$ cat src/rtl/tt_um_rodschz_adder04.sv
// Four-bit arithmetic unit with a registered result and registered status flags.
// Operands a = ui_in[7:4] and b = ui_in[3:0]; uio_in[1:0] selects ADD, SUB,
// MUL or ACC (accumulate a+b into an internal 8-bit register).
// Flags are presented on uio_out[7:4] as {zero, carry, negative, wrap}.
module tt_um_rodschz_adder04 (
    input  logic       clk,
    input  logic       rst_n,
    input  logic       ena,
    input  logic [7:0] ui_in,
    output logic [7:0] uo_out,
    input  logic [7:0] uio_in,
    output logic [7:0] uio_out,
    output logic [7:0] uio_oe
);

    typedef enum logic [1:0] {
        OP_ADD = 2'b00,
        OP_SUB = 2'b01,
        OP_MUL = 2'b10,
        OP_ACC = 2'b11
    } op_t;

    op_t        op;
    logic [3:0] a;
    logic [3:0] b;
    logic [4:0] sum5;
    logic [7:0] diff8;
    logic [7:0] prod8;
    logic [8:0] acc_sum9;

    logic [7:0] result_reg;
    logic [3:0] flags_reg;
    logic [7:0] acc_reg;

    logic [7:0] result_next;
    logic [7:0] acc_next;
    logic       negative_next;
    logic       wrap_next;

    // Upper select bits are reserved and intentionally ignored.
    logic       unused_sel_bits;

    assign unused_sel_bits = &{1'b0, uio_in[7:2]};

    assign op       = op_t'(uio_in[1:0]);
    assign a        = ui_in[7:4];
    assign b        = ui_in[3:0];
    assign sum5     = {1'b0, a} + {1'b0, b};
    assign diff8    = {4'b0000, a} - {4'b0000, b};
    assign prod8    = {4'b0000, a} * {4'b0000, b};
    assign acc_sum9 = {1'b0, acc_reg} + {4'b0000, sum5};

    // Select the result for the current op; accumulator only moves in ACC.
    always_comb begin
        result_next   = 8'h00;
        acc_next      = acc_reg;
        negative_next = 1'b0;
        wrap_next     = 1'b0;
        case (op)
            OP_ADD: begin
                result_next = {3'b000, sum5};
            end
            OP_SUB: begin
                result_next   = diff8;
                negative_next = (a < b);
            end
            OP_MUL: begin
                result_next = prod8;
            end
            OP_ACC: begin
                result_next = acc_sum9[7:0];
                acc_next    = acc_sum9[7:0];
                wrap_next   = acc_sum9[8];
            end
            default: begin
                result_next = 8'h00;
            end
        endcase
    end

    // Result, flags and accumulator update together; reset beats enable.
    always_ff @(posedge clk) begin
        if (!rst_n) begin
            result_reg <= 8'h00;
            flags_reg  <= 4'h0;
            acc_reg    <= 8'h00;
        end else if (ena) begin
            result_reg <= result_next;
            flags_reg  <= {(result_next == 8'h00), sum5[4], negative_next, wrap_next};
            acc_reg    <= acc_next;
        end
    end

    assign uo_out  = result_reg;
    assign uio_out = {flags_reg, 4'b0000};
    assign uio_oe  = 8'hF0;

endmodule

$ cat config.mk
export PLATFORM = sky130hd
export DESIGN_NAME = tt_um_rodschz_adder04
export DESIGN_NICKNAME = d
export VERILOG_FILES = /design/src/rtl/tt_um_rodschz_adder04.sv
export SDC_FILE = /design/constraint.sdc
export NUM_CORES = 1
export LEC_CHECK = 0
export ABC_AREA = 1
export ABC_CLOCK_PERIOD_IN_PS = 4100
export BUFFER_PORTS_ARGS = -buffer_cell sky130_fd_sc_hd__buf_2
export CAP_MARGIN = 25
export CORE_AREA = 2 2 89 91
export DETAILED_ROUTE_END_ITERATION = 8
export DIE_AREA = 0 0 91 93
export GPL_TIMING_DRIVEN = 0
export MAX_ROUTING_LAYER = met4
export PLACE_DENSITY_LB_ADDON = 0.15
export SLEW_MARGIN = 25
export SYNTH_ARGS = -nofsm -noshare
export SYNTH_HDL_FRONTEND = slang
export SYNTH_SLANG_ARGS = --single-unit
$ cat constraint.sdc
create_clock -name clk -period 4.1 [get_ports clk]
set_clock_uncertainty 0.15 [all_clocks]
set_input_delay 0.82 -clock clk [delete_from_list [all_inputs] [get_ports clk]]
set_output_delay 0.82 -clock clk [all_outputs]
set_load 0.005 [all_outputs]
==> impl_metrics.tcl <==
set metrics [dict create \
    row_count 32 \
    final-hold-violation-count 0 \
    ant_nets 0 \
    fin_crit_ns 3.43 \
    grt_pass1_vias 2043 \
    yosys_register_bits 20 \
    crit_family "adder cells" \
    vdd_drop_max_v 0.000130 \
    max_cap_violations 0 \
    drive_above_1_share 0.179 \
    drc 0 \
    dp_cells 467 \
    clk_pin_slew_ns 0.08 \
    drt_iter0_markers 65 \
    synth_cells 334 \
    synth_simple_gate_area_share 0.353 \
    yosysTopAreaCell "dfxtp_1" \
    yosysUniqueCellTypes 33 \
    fin_util 0.339 \
    place_ws_ns 0.377 \
    ys.flop_type "dfxtp_1" \
    crit_path_cell_trace "buf_2, nand2_1, fa_1, inv_1, fa_1, fa_1, nor2_1, o21bai_1, nor2_1, nand2_1, nand2_1, nand2_1, nor2_2, nand3_2, a21oi_2" \
    crit_arrival_ns 3.48 \
    max-clock-path-buffers 2 \
    p_leak_nw 1.43 \
    synth_top_family_by_area "simple AND/OR/NAND/NOR gates" \
    htree_num_levels 1 \
    crit_type "in2reg" \
    portBuffers 21 \
    synthAdderAreaFrac 0.211 \
    finalSetupTns_ns 0 \
    layout_worst_path_cycle_share 0.837 \
    ys_top_cells_by_area "dfxtp_1, ha_1, nand2_1" \
    crit_path_frequent_cell "nand2_1" \
    grtUsageTotal 0.139 \
    end_kind "flop" \
    vias_per_cell 4.37 \
    rsz0062_at_grt "no" \
    rrSetupSlack_ns 1.93 \
    coreArea_um2 7530 \
    post_cts_buffers 0 \
    whs_ns 0.320 \
    diodes 0 \
    hp-class "reg2reg" \
    critPathSlowestCell "fa_1" \
    ys_warn_count 0 \
    synth.cell_area_um2 2210 \
    placed_area_um2 2480 \
    fillCellCount 871 \
    wl_per_cell_um 11.3 \
    numCtsBuffers 3 \
    vias 2056 \
    critPathBufInv 2 \
    worst_slew_pin_slew_ns 0.505 \
    slowest_delay_ns 0.52 \
    cts_hold_buf 0 \
    drt_wl_total_mm 5.31 \
    syn_area_per_cell_um2 6.61 \
    status "complete, no violations" \
    dieArea_um2 8460 \
    io_pins 43 \
    fin_nets 422 \
    gp_congestion 0.833 \
    max_freq_mhz 291 \
    synth_compound_area_frac 0.0952 \
    crit_required_ns 4.15 \
    power.total_uw 666 \
    grt_max_degree 13 \
    setup_viol 0 \
    critPathLaunchType "input port" \
    start_util 0.293 \
    postLayoutCellArea_um2 2550 \
    maxSlewHeadroom 0.663 \
    synth-edff-count 0 \
    synth_top_area_share 0.181 \
    clock_latency_ns 0.26 \
    firstDrtPassIters 4 \
    cts_resized 0 \
    synthToLayoutAreaGrowth_pct 15.5 \
    dieHeight_um 93 \
    ys_seq_area_frac 0.181 \
    power.density_nw_per_um2 261 \
    root_buffer "clkbuf_8" \
    overflow 0 \
    synth-xor-area-share 0.00397 \
    fp.dieW_um 91 \
    cts_tree "yes" \
    grt_pass1_wl_mm 9.40 \
    layoutNonFillerInstCount 471 \
    synthMuxAreaShare 0 \
    dp_hpwl_mm 4.50 \
    cts_sinks 20 \
    slew_viol_final 0 \
    setup_ws_ns 0.667 \
    antenna_found_initial 0 \
    path_max_fanout 8 \
    async_flop_share 0 \
]
## routing by layer
| layer | vias up | share of wire | GRT usage |
|---|---|---|---|
| met1 | 927 | 0.50 | 0.181 |
| met2 | 23 | 0.47 | 0.240 |
| met5 | - | 0 | - |
| li1 | 1102 | - | - |
| met3 | 4 | 0.021 | 0.0105 |
| met4 | 0 | 0.0089 | 0.0265 |
## area by class of cell
class | instances | area, µm² | area share
sequential | 20 | 400 | 0.157
tap | 102 | 128 | 0.0501
clock inverter | 1 | 30.0 | 0.0118
clock buffer | 3 | 41.3 | 0.0162
multi-input combinational | 249 | 1510 | 0.592
buffer | 17 | 118 | 0.0461
inverter | 58 | 218 | 0.0854
timing repair buffer | 21 | 105 | 0.0412
## worst paths after layout
kind                                to  cells after the start                     from
max          flags_reg[3]$_SDFFE_PN0P_                     15                 ui_in[5]
min            acc_reg[0]$_SDFFE_PN0P_                      2  acc_reg[0]$_SDFFE_PN0P_
max reg2reg  flags_reg[3]$_SDFFE_PN0P_                     13  acc_reg[0]$_SDFFE_PN0P_
min reg2reg    acc_reg[0]$_SDFFE_PN0P_                      2  acc_reg[0]$_SDFFE_PN0P_
## layout by cell type (no fill, tap or decap)
master     instances
clkbuf_8           3
a31oi_1            1
o211ai_1           3
or2_4              1
xnor2_1            1
a211oi_1           1
nand3b_1           2
fa_1               7
a21oi_2            2
nand4_2            2
a21oi_1           15
ha_1              26
nand3b_2           1
a21oi_4            1
dfxtp_1           20
o21bai_1           2
nand4_1            2
and2_1             2
nor2_1            26
buf_4             14
nor2_2             2
and2_0             1
clkbuf_1           2
nand2_1           84
nand3_1           35
nand3_2            4
buf_2             22
inv_2              7
o21ai_0           10
nand2_2            4
clkinv_1           1
bufinv_16          1
inv_1             50
nor2_4             2
conb_1            12
## power breakdown
| part | switching, mW | internal [mW] | leakage (nW) |
|---|---|---|---|
| registers | 0.00640 | 0.206 | 0.164 |
| clock network | 0.0728 | 0.130 | 0.0357 |
| logic | 0.153 | 0.0975 | 1.23 |
| total | 0.232 | 0.434 | 1.43 |
## logic make-up (layout without fill, tap and decap cells)
| family | count (synthesis) | count (layout) |
|---|---|---|
| xor+xnor | 1 | 1 |
| flops | 20 | 20 |
| buf+inv | 75 | 100 |
| other cells | 2 | 12 |
| compound gates | 35 | 35 |
| fa+ha+maj | 33 | 33 |
| simple gates | 168 | 168 |
## worst register-to-register path, cell delays in order, from the launching register on
cell     delay (ns)
dfxtp_1        0.33
ha_1           0.19
inv_1          0.06
fa_1           0.48
inv_1          0.05
nand3_1        0.06
nand2_1        0.05
nor2_1         0.15
nand3_1        0.09
nor2_1         0.13
nand2_1        0.08
nor2_2         0.09
nand3_2        0.08
a21oi_2        0.10
## cell usage after synthesis, drive strengths merged (2+ instances only)
cell	n
inv	57
o21bai	2
and2	3
nand3	39
o211ai	3
conb	2
dfxtp	20
nor2	30
nand4	4
o21ai	10
ha	26
nand2	88
buf	15
fa	7
clkbuf	2
nand3b	3
a21oi	18
(Power assumes the default switching activity.)
